===== config.mk =====
export PLATFORM = sky130hd
export DESIGN_NAME = fifo_chk_lfsr
export DESIGN_NICKNAME = d
export VERILOG_FILES = /design/src/rtl/fifo_chk_pkg.sv /design/src/rtl/fifo_chk_lfsr.sv
export SDC_FILE = /design/constraint.sdc
export NUM_CORES = 1
export LEC_CHECK = 0
export BUFFER_PORTS_ARGS = -buffer_cell sky130_fd_sc_hd__buf_2
export CAP_MARGIN = 5
export CORE_AREA = 5 5 42 44
export DETAILED_ROUTE_END_ITERATION = 16
export DIE_AREA = 0 0 47 49
export PLACE_DENSITY = 0.71
export RECOVER_POWER = 50
export SETUP_SLACK_MARGIN = 0.2
export SYNTH_ARGS = -nofsm -noshare
export SYNTH_HDL_FRONTEND = slang
export SYNTH_SLANG_ARGS = --single-unit

===== constraint.sdc =====
create_clock -name clk -period 2.4 [get_ports clk]
set_input_delay 0.36 -clock clk [delete_from_list [all_inputs] [get_ports clk]]
set_output_delay 0.36 -clock clk [all_outputs]
set_load 0.1 [all_outputs]

===== src/rtl/fifo_chk_pkg.sv =====
// Shared types and constants for the FIFO read-side checker and its LFSR.
package fifo_chk_pkg;
   localparam int CNT_W = 16;
   localparam logic [15:0] LFSR_TAPS = 16'hB400;

   typedef enum logic [1:0] {
      IDLE = 2'd0,
      RD   = 2'd1,
      DONE = 2'd2
   } state_t;
endpackage


===== src/rtl/fifo_chk_lfsr.sv =====
// 16-bit Fibonacci LFSR (taps 16,14,13,11) with synchronous load and enable.
module fifo_chk_lfsr
   import fifo_chk_pkg::*;
#(
   parameter logic [15:0] INIT = 16'hACE1
) (
   input  logic clk,
   input  logic rst_n,
   input  logic load,
   input  logic en,
   output logic bit0
);
   logic [15:0] lfsr;

   always_ff @(posedge clk or negedge rst_n) begin
      if (!rst_n) begin
         lfsr <= INIT;
      end else if (load) begin
         lfsr <= INIT;
      end else if (en) begin
         lfsr <= {lfsr[14:0], ^(lfsr & LFSR_TAPS)};
      end
   end

   assign bit0 = lfsr[0];
endmodule


Yosys cells after proc, flatten, opt, wreduce, memory -nomap -nowiden
Index checks and enable logic that the tools add are counted.
{ "totals": {"register_bits": 16, "input_bits": 4, "output_inout_bits": 1, "elab_cells": 5} }
{ "classes": {"muxes": 2, "reduce_logical": 2} }
{ "ops": {"columns": ["operator", "n"], "rows": [
  ["16-bit two-way mux", 2],
  ["16-bit XOR reduction", 1],
  ["2-bit nonzero test", 1]
]} }

Longest topological paths before layout
Gate-level depths: netlist of run 1.
{ "logic_depth": {"ltp_word": 3, "mapped_depth": 4, "depth_no_buf": 3} }

Least setup slack after synthesis of run 1
Ideal clock, no wire load.
{ "synth_path": {"kind": "flip-flop to output port", "from": "reg lfsr[0]", "to": "out bit0", "arrival_time_ps": 840, "required_time_ps": 2040, "setup_slack_ps": 1200, "path_stages_with_launch": 1, "cell_sequence": "dfstp_2"} }
{ "synth_lines": {"columns": ["element", "line", "source"], "rows": [
  ["from (decl)", "fifo_chk_lfsr.sv:13", "logic [15:0] lfsr;"],
  ["from (signal assigned)", "fifo_chk_lfsr.sv:21", "lfsr <= {lfsr[14:0], ^(lfsr & LFSR_TAPS)};"],
  ["to (decl)", "fifo_chk_lfsr.sv:11", "output logic bit0"]
]} }
No word-level cell between the ends.

Final worst setup path of run 1
{ "layout_path": {"from": "reg lfsr[0]", "to": "out bit0"} }
No word-level cell between the ends.

==> results of run 1 <==
timing repair:
action,CTS,global route
hold endpoints to repair,8,0
hold buffers,1,0
gates resized for setup,0,0
cell type report:
cell class,count,area share [%]
sequential,16,56.1
multi-input combinational,35,33.3
timing repair buffer,5,3.76
clock buffer,4,3.59
tap,16,2.74
inverter,1,0.513
power by group:
part	leakage [nW]	internal (W)	total, W	switching, W
Sequential	0.190	0.000295	0.000307	0.0000115
Combinational	0.143	0.0000282	0.0000750	0.0000468
Clock	0.0150	0.0000644	0.000144	0.0000792
Total	0.348	0.000388	0.000525	0.000137
worst paths after layout:
check,startpoint,to,slack (ps)
setup / recovery,lfsr[0],bit0,800
hold / removal,load,lfsr[4],360
setup reg to reg,lfsr[10],lfsr[0],1380
hold reg to reg,lfsr[9],lfsr[10],520
max in group asynchronous,rst_n,lfsr[14],1210
min in group asynchronous,rst_n,lfsr[9],680
routing by layer:
layer  global-route usage, %  up-vias  wire length, um
met4                    4.15        0                4
met5                       0        -                0
met1                    14.5      180              454
met2                    13.6        3              426
li1                        -      193                -
met3                    3.32        2               35
cells by family after synthesis:
| family | after synthesis |
|---|---|
| AOI/OAI and AO/OA | 1 |
| DFF | 16 |
| buffers and inverters | 4 |
| muxes | 15 |
| xor gates and xnor gates | 3 |
| and+or+nand+nor | 16 |
Yosys cell counts:
master    count
a31oi_1       1
buf_6         1
buf_8         1
clkbuf_2      1
dfrtp_1       8
dfstp_2       8
inv_1         1
mux2i_1      15
nand2_1       7
nor2_1        8
nor3_1        1
xnor2_1       3
per-stage QoR:
stage,cells,hold slack (ps)
floorplan,55,64.4
global placement,72,280
detailed placement,72,288
CTS,77,366
global route,77,357
finish,77,363
==> summary.md, run 1 <==
| Metric | Value |
|---|---|
| Outcome | `completed` |
| Max-slew violation count | `0` |
| CTS tree | `built` |
| Crit path max-delay cell type | `dfstp_2` |
| Synth Area in Compound Gates | `0.907%` |
| Maximum VDD drop | `0.000318 V` |
| Overall Power | `0.000525 W` |
| Pre-CTS setup slack | `between 1000 and 1500 ps` |
| Final instance area | `approximately 730 um^2` |
| Post-Synth Simple-Gate Area | `about 9%` |
| CP delay by family, top | `flip-flops` |
| Area of the multi-input gates | `around 240 um^2` |
| Synthesized area | `slightly below 700 um^2` |
| Ant. Diodes | `0` |
| Syn Inst Count | `55` |
| Largest net degree at the start of global routing | `18` |
| Final period util | `66.8%` |
| Final worst slack | `roughly 800 ps` |
| Io pins | `5` |
| Critical Path End Type | `output port` |
| Synth-to-layout area growth | `6.17%` |
| Cells on worst reg2reg path | `3` |
| Post-route minimum period | `between 1500 and 2000 ps` |
| CTS sink count | `16` |
| Cts bufs inserted | `3` |
| Post-CTS setup repair buffer count | `0` |
| Commonest non-fill, non-tap cell in the layout | `mux2i_1` |
| Achievable frequency | `around 0.62 GHz` |
| Syn nets | `between 50 and 60` |
| I/O Buffers | `4` |
| Adder-Cell Fraction of Synth Area | `0%` |
| Syn avg cell area | `between 10 and 15 um^2` |
| CTS max path bufs | `2` |
| Pleak | `roughly 0.35 nW` |
| Placeable core area | `about 1400 um^2` |
| Vias | `around 380` |
| Chip width | `approximately 47 um` |
| Gpl congestion | `0.658` |
| Htree depth | `1` |
| Sum Neg Setup Slack | `0 ps` |
| Max_slew headroom | `between 30% and 40%` |
| Share of layout cells above drive strength 1 | `a little over a fifth` |
| # nets final | `66` |
| First-pass GRT wire length | `approximately 1700 um` |
| Worst-Margin Slew | `around 1000 ps` |
| Largest family of logic cells by synthesized area | `multiplexers` |
| Synth area leaders | `dfstp_2 30%, dfrtp_1 29%, mux2i_1 22%` |
| WP data arrival | `1240 ps` |
| HPWL Detailed | `roughly 630 um` |
| Share of the synthesized area in the top cell type | `between 30% and 40%` |
| Root buffer cell | `clkbuf_4` |
| Die footprint | `2300 um^2` |
| Element type at the critical path start | `flip-flop` |
| Die Span Y | `approximately 49 um` |
| Initial Util | `about 50%` |
| Cell variety after synth | `12` |
| PwrDens | `717 nW/um^2` |
| Vias in the first global route | `362` |
| Residual DRC | `0` |
| Register bit total from synthesis | `16` |
| Fraction of synthesized area in multiplexers | `a little over a fifth` |
| Total global-route track usage | `between 10% and 20%` |
| Hold Path Cell Cnt | `2` |
| Max cap viols | `0` |
| WL/cell | `around 12 um` |
| Biggest regs | `lfsr: 16 flops` |
| Global route total overflow | `0` |
| Yosys top cell by area | `dfstp_2` |
| Final core area utilization | `between 50% and 60%` |
| Fin Clk Skew | `between 3 and 4 ps` |
| Final ANT Viol Nets | `0` |
| Worst setup path class | `flip-flop to output port` |
| CP Buf/Inv Count | `1` |
| Final wirelength | `between 900 and 1000 um` |
| Initial antenna violation count | `0` |
| DR pass1 iterations | `4` |
| Hold Vio Cnt, Final | `0` |
| Cells along the critical path | `buf_2` |
| Number of fill cells | `~140` |
| Commonest cells after routing, fill and taps aside | `15 x mux2i_1, 8 x nor2_1, 8 x dfstp_2, 8 x dfrtp_1, 7 x nand2_1` |
| Slowest stage delay, CP | `550 ps` |
| Top reg by flops | `lfsr` |
| Maximum fanout along the worst path | `3` |
| Sequential cell area | `roughly 410 um^2` |
| Via density per instance | `around 4.9` |
| Dpl cell area | `between 600 and 700 um^2` |
| Worst min-delay path class | `primary input to flip-flop` |
| Yosys warnings | `0` |
| Seq/Total Area, Yosys | `59.5%` |
| Worst EP required | `2040 ps` |
| Clk_lat worst skew | `between 200 and 300 ps` |
| Rows | `14` |
| Post-Synth XOR/XNOR Area | `approximately 3.8%` |
| Initial drt markers | `7` |
| Clock slew seen by the registers of the worst setup and hold paths | `roughly 90 ps` |
| RSZ-0062 raised after global routing | `no` |
| Critical path depth | `1` |
| Number of flip-flops under the largest register name | `16` |
| Final setup viols | `0` |
No activity file was read; power rests on OpenSTA's default activity.
==> run 2: changes to the inputs <==
==> constraint.sdc (replaced) <==
create_clock -name clk -period 1.55 [get_ports clk]
set_input_delay 0.2325 -clock clk [delete_from_list [all_inputs] [get_ports clk]]
set_output_delay 0.2325 -clock clk [all_outputs]
set_load 0.1 [all_outputs]
==> run 2 against run 1 <==
Clock-buffer cell count did not move. Final area grew 0.85%. Clock skew stayed put. First-iteration DRC count stayed put. Largest power group unchanged. Core utilization is 0.45 points higher. Die area stayed put. Global-route usage did not move. Sequential power grew 55%. Highest routed layer unchanged. Combinational power increased by 61%. Worst setup slack got worse by 540 ps.
==> summary.md, run 2 (synthesis results as in run 1) <==
| Metric | Value |
|---|---|
| Post-route minimum period | `approximately 1300 ps` |
| Max cap viols | `0` |
| Worst-Margin Slew | `roughly 1000 ps` |
| Number of fill cells | `135` |
| Worst EP required | `around 1300 ps` |
| CTS tree | `built` |
| Final worst slack | `between 200 and 300 ps` |
| Biggest regs | `lfsr: 16 flops` |
| Final ANT Viol Nets | `0` |
| Final setup viols | `0` |
| Maximum VDD drop | `0.000493 V` |
| Final wirelength | `~900 um` |
| Gpl congestion | `0.658` |
| Maximum fanout along the worst path | `3` |
| Crit path max-delay cell type | `dfstp_2` |
| Final core area utilization | `~53%` |
| # nets final | `66` |
| Die Span Y | `between 40 and 50 um` |
| Residual DRC | `0` |
| Cts bufs inserted | `3` |
| Hold Vio Cnt, Final | `0` |
| HPWL Detailed | `approximately 630 um` |
| Crit path launch | `lfsr[0]` |
| Rows | `14` |
| Achievable frequency | `0.776 GHz` |
| Share of layout cells above drive strength 1 | `21.3%` |
| Placeable core area | `1400 um^2` |
| Die footprint | `about 2300 um^2` |
| CP Buf/Inv Count | `1` |
| Commonest non-fill, non-tap cell in the layout | `mux2i_1` |
| Final period util | `83.1%` |
| Largest net degree at the start of global routing | `18` |
| Synth-to-layout area growth | `7.08%` |
| CP Capture Point | `bit0` |
| PwrDens | `about 1100 nW/um^2` |
| Max_slew headroom | `between 30 and 40%` |
| Global route total overflow | `0` |
| RSZ-0062 raised after global routing | `no` |
| Dpl cell area | `between 600 and 700 um^2` |
| Clk_lat worst skew | `between 200 and 300 ps` |
| CTS max path bufs | `2` |
| Worst setup path class | `flip-flop to output port` |
| Chip width | `approximately 47 um` |
| CP delay by family, top | `flip-flops` |
| Slowest stage delay, CP | `560 ps` |
| Via density per instance | `between 4 and 5` |
| Reg2Reg Launch Point | `lfsr[10]` |
| First-pass GRT wire length | `1680 um` |
| Pleak | `roughly 0.35 nW` |
| Clock slew seen by the registers of the worst setup and hold paths | `around 90 ps` |
| Vias in the first global route | `362` |
| Flop2flop setup slack | `530 ps` |
| Max-slew violation count | `0` |
| Pre-CTS setup slack | `approximately 380 ps` |
| CTS sink count | `16` |
| Critical Path End Type | `output port` |
| Initial antenna violation count | `0` |
| Outcome | `completed` |
| Vias | `378` |
| Initial Util | `between 40 and 50%` |
| WL/cell | `11.9 um` |
| Overall Power | `around 0.00082 W` |
| Worst min-delay path class | `primary input to flip-flop` |
| Initial drt markers | `7` |
| I/O Buffers | `4` |
| Commonest cells after routing, fill and taps aside | `15 x mux2i_1, 8 x nor2_1, 8 x dfstp_2, 8 x dfrtp_1, 7 x nand2_1` |
| Ant. Diodes | `0` |
| Post-CTS setup repair buffer count | `0` |
| Io pins | `5` |
| Root buffer cell | `clkbuf_4` |
| Fin Clk Skew | `approximately 3.6 ps` |
| Total global-route track usage | `10.0%` |
| Sum Neg Setup Slack | `0 ps` |
| DR pass1 iterations | `4` |
| Htree depth | `1` |
| WP data arrival | `about 1100 ps` |
| Top reg by flops | `lfsr` |
| Cells on worst reg2reg path | `3` |
| Element type at the critical path start | `flip-flop` |
| Cells along the critical path | `buf_6` |
| Final instance area | `between 700 and 800 um^2` |
| Crit Reg-Reg Endpoint | `lfsr[0]` |
| Number of flip-flops under the largest register name | `16` |
| Critical path depth | `1` |
==> run 2: cell count changes in the layout (fill, tap and decap cells not counted) <==
| cell | before | now |
|---|---|---|
| buf_2 | 2 | 1 |
| buf_6 | 0 | 1 |
==> run 2: cell type report <==
type                    instances  area (um^2)  share of cell area (%)
flip-flops and latches         16          410                    55.6
multi-input cells              35          244                    33.1
repair buffers                  5         33.8                    4.58
clock buffers                   4         26.3                    3.56
well taps                      16         20.0                    2.71
inverters                       1         3.75                   0.508
==> run 2: through the flow <==
| step | hold WS (ps) | std cells |
|---|---|---|
| after floorplan | -63.1 | 55 |
| after global placement | 152 | 72 |
| after detailed placement | 161 | 72 |
| after CTS | 239 | 77 |
| after global routing | 230 | 77 |
| final | 236 | 77 |
==> run 2: worst min path at each step <==
| stage | slack [ps] | cells past startpoint | from | end |
|---|---|---|---|---|
| after floorplan | -60 | 0 | rst_n | lfsr[12] |
| after global placement | 150 | 1 | rst_n | lfsr[12] |
| after detailed placement | 160 | 1 | rst_n | lfsr[12] |
| after CTS | 240 | 2 | load | lfsr[4] |
| after global routing | 230 | 2 | load | lfsr[4] |
| final | 240 | 2 | load | lfsr[4] |
==> run 2: layer usage <==
layer / GRT usage [%] / share of wire [%] / vias up
met5: 0 / 0 / -
met4: 4.15 / 0.44 / 0
met3: 3.32 / 3.6 / 2
met2: 13.6 / 46 / 3
met1: 14.5 / 50 / 180
li1: - / - / 193
==> run 2: timing repair <==
item	4_1_cts	5_1_grt
resized for setup	2	0
endpoints found under the hold margin	8	0
endpoints found under the setup margin	1	0
hold buffers	1	0
==> run 2: where the power goes <==
group          total (W)  switching, W  internal, W
clock network   0.000222      0.000123    0.0000997
logic           0.000121     0.0000723    0.0000482
registers       0.000476     0.0000186     0.000457
total           0.000819      0.000214     0.000605
==> run 3: changes to the inputs <==
--- a/config.mk
+++ b/config.mk
@@ -7,9 +7,9 @@
 export LEC_CHECK = 0
 export BUFFER_PORTS_ARGS = -buffer_cell sky130_fd_sc_hd__buf_2
 export CAP_MARGIN = 5
-export CORE_AREA = 5 5 42 44
+export CORE_MARGIN = 5
+export CORE_UTILIZATION = 49
 export DETAILED_ROUTE_END_ITERATION = 16
-export DIE_AREA = 0 0 47 49
 export PLACE_DENSITY = 0.71
 export RECOVER_POWER = 50
 export SETUP_SLACK_MARGIN = 0.2
==> constraint.sdc (replaced) <==
create_clock -name clk -period 1.1 [get_ports clk]
set_input_delay 0.165 -clock clk [delete_from_list [all_inputs] [get_ports clk]]
set_output_delay 0.165 -clock clk [all_outputs]
set_load 0.1 [all_outputs]
==> run 3 against run 2 <==
The flow now finishes with violations (setup timing). Via count is 8.5% higher. Non-clock buffer count grew 4. Final area rose by 11%. Worst hold slack worse by 59 ps. Power is 48% higher. Critical path depth stayed put. Critical path type unchanged. Highest routed layer unchanged.
==> summary.md, run 3 (synthesis results as in run 1) <==
| Metric | Value |
|---|---|
| CTS tree | `built` |
| Post-route insts no fill | `80` |
| WL/cell | `between 10 and 15 um` |
| Final ANT Viol Nets | `0` |
| Crit path max-delay cell type | `dfstp_4` |
| First-pass GRT wire length | `approximately 1900 um` |
| PwrDens | `between 1000 and 1500 nW/um^2` |
| Root buffer cell | `clkbuf_4` |
| CP delay by family, top | `flip-flops` |
| Final period util | `114%` |
| Area of the multi-input gates | `between 200 and 300 um^2` |
| Final worst slack | `-156 ps` |
| Rows | `13` |
| Worst min-delay path class | `primary input to flip-flop` |
| Cells along the critical path | `buf_12` |
| Outcome | `finished, violations left` |
| HPWL Detailed | `about 720 um` |
| CTS max path bufs | `2` |
| Share of layout cells above drive strength 1 | `33.8%` |
| Worst-Margin Slew | `368 ps` |
| Reg2Reg Launch Point | `lfsr[13]` |
| Failing checks | `setup timing` |
| Post-route minimum period | `roughly 1300 ps` |
| Chip width | `about 48 um` |
| Flop2flop setup slack | `~100 ps` |
| Initial Util | `approximately 52%` |
| Hold Path End | `lfsr[14]` |
| Via density per instance | `just over 5` |
| Cts bufs inserted | `3` |
| Die footprint | `between 2000 and 2500 um^2` |
| # nets final | `70` |
| Element type at the critical path start | `flip-flop` |
| Sequential cell area | `just over 400 um^2` |
| Largest net degree at the start of global routing | `18` |
| Sum Neg Setup Slack | `-156 ps` |
| Hold Path Cell Cnt | `2` |
| Worst EP required | `940 ps` |
| Maximum VDD drop | `between 0.001 and 0.0015 V` |
| Achievable frequency | `0.796 GHz` |
| Synth-to-layout area growth | `18.7%` |
| RSZ-0062 raised after global routing | `yes` |
| Total global-route track usage | `between 10% and 20%` |
| Maximum fanout along the worst path | `2` |
| Critical Path End Type | `output port` |
| Top reg by flops | `lfsr` |
| Number of fill cells | `roughly 110` |
| WP data arrival | `around 1100 ps` |
| CTS sink count | `16` |
| Commonest cells after routing, fill and taps aside | `15 x mux2i_1, 8 x nor2_1, 8 x dfrtp_1` |
| Overall Power | `approximately 0.0012 W` |
| Pre-CTS setup slack | `~110 ps` |
| Die Span Y | `approximately 48 um` |
| Number of flip-flops under the largest register name | `16` |
| Hold Vio Cnt, Final | `0` |
| Io pins | `5` |
| Clk_lat worst skew | `around 280 ps` |
| CP Buf/Inv Count | `1` |
| Global route total overflow | `0` |
| Final wirelength | `about 1100 um` |
| Residual DRC | `0` |
| Placed cell count | `between 70 and 80` |
| Max cap viols | `0` |
| Commonest non-fill, non-tap cell in the layout | `mux2i_1` |
| I/O Buffers | `4` |
| Placeable core area | `approximately 1300 um^2` |
| Initial drt markers | `15` |
| Crit Reg-Reg Endpoint | `lfsr[0]` |
| Crit path launch | `lfsr[0]` |
| Hold Startpoint | `load` |
| Htree depth | `1` |
| Clock slew seen by the registers of the worst setup and hold paths | `~90 ps` |
| Pleak | `approximately 0.40 nW` |
| Worst setup path class | `flip-flop to output port` |
| Fin Clk Skew | `around 8.5 ps` |
| Gpl congestion | `between 0.6 and 0.7` |
| Cells on worst reg2reg path | `3` |
| Max_slew headroom | `75.5%` |
| Biggest regs | `lfsr: 16 flops` |
| Final setup viols | `1` |
| Vias in the first global route | `between 400 and 500` |
| DR pass1 iterations | `4` |
| Ant. Diodes | `0` |
| Vias | `410` |
| Max-slew violation count | `0` |
| Slowest stage delay, CP | `about 640 ps` |
| Initial antenna violation count | `0` |
==> run 3: cell count changes in the layout (fill, tap and decap cells not counted) <==
cell | before | now
buf_12 | 0 | 2
buf_4 | 0 | 2
clkbuf_1 | 3 | 1
xnor2_1 | 3 | 1
xnor2_2 | 0 | 2
buf_2 | 1 | 2
clkbuf_2 | 0 | 1
dfstp_2 | 8 | 7
dfstp_4 | 0 | 1
nor3_1 | 1 | 0
nor3_2 | 0 | 1
==> run 3: power by group <==
| group | switching [W] | internal (W) | leakage [nW] |
|---|---|---|---|
| registers | 0.0000317 | 0.000647 | 0.190 |
| clock network | 0.000172 | 0.000141 | 0.0150 |
| logic | 0.000113 | 0.000106 | 0.194 |
==> run 3: area by class of cell <==
type                    instances  area share, %
flip-flops and latches         16           50.6
well taps                      15           2.29
clock buffers                   4           3.21
inverters                       1          0.459
multi-input cells              35           32.3
repair buffers                  9           11.2
==> run 3: worst register-to-register path, delay by kind of cell (launching register included) <==
family,cells,cell delay (ps)
AO/OA/AOI/OAI,1,160
flip-flops,1,570
XOR/XNOR,2,200
==> run 3: metrics by stage <==
step	util (%)	instance area [um^2]	hold WS (ps)
2_1_floorplan	-	698	-131
3_3_place_gp	56.2	741	88.5
3_5_place_dp	56.2	741	90.5
4_1_cts	61.8	815	156
5_1_grt	62.1	818	187
6_report	62.1	818	176
==> run 3: metal layers <==
layer | global-route usage [%] | part of all wire, %
met1 | 13.8 | 43
met3 | 2.26 | 4.3
met2 | 21.1 | 52
met4 | 6.63 | 0.19
met5 | 0 | 0
==> run 3: worst max path at each step <==
stage	slack, ps	end	cells past startpoint
after global routing	-180	bit0	1
final	-160	bit0	1
after detailed placement	110	lfsr[0]	3
after CTS	-160	bit0	1
after floorplan	60	lfsr[1]	2
after global placement	120	lfsr[0]	3
==> run 3: what timing repair did <==
item                                   in CTS  in global routing
setup endpoints to repair                   2                  5
buffers inserted                            3                  0
endpoints found under the hold margin       8                  0
hold buffers                                1                  0
cloned                                      0                  0
pin swaps                                   3                  3
gates resized for setup                     2                  1
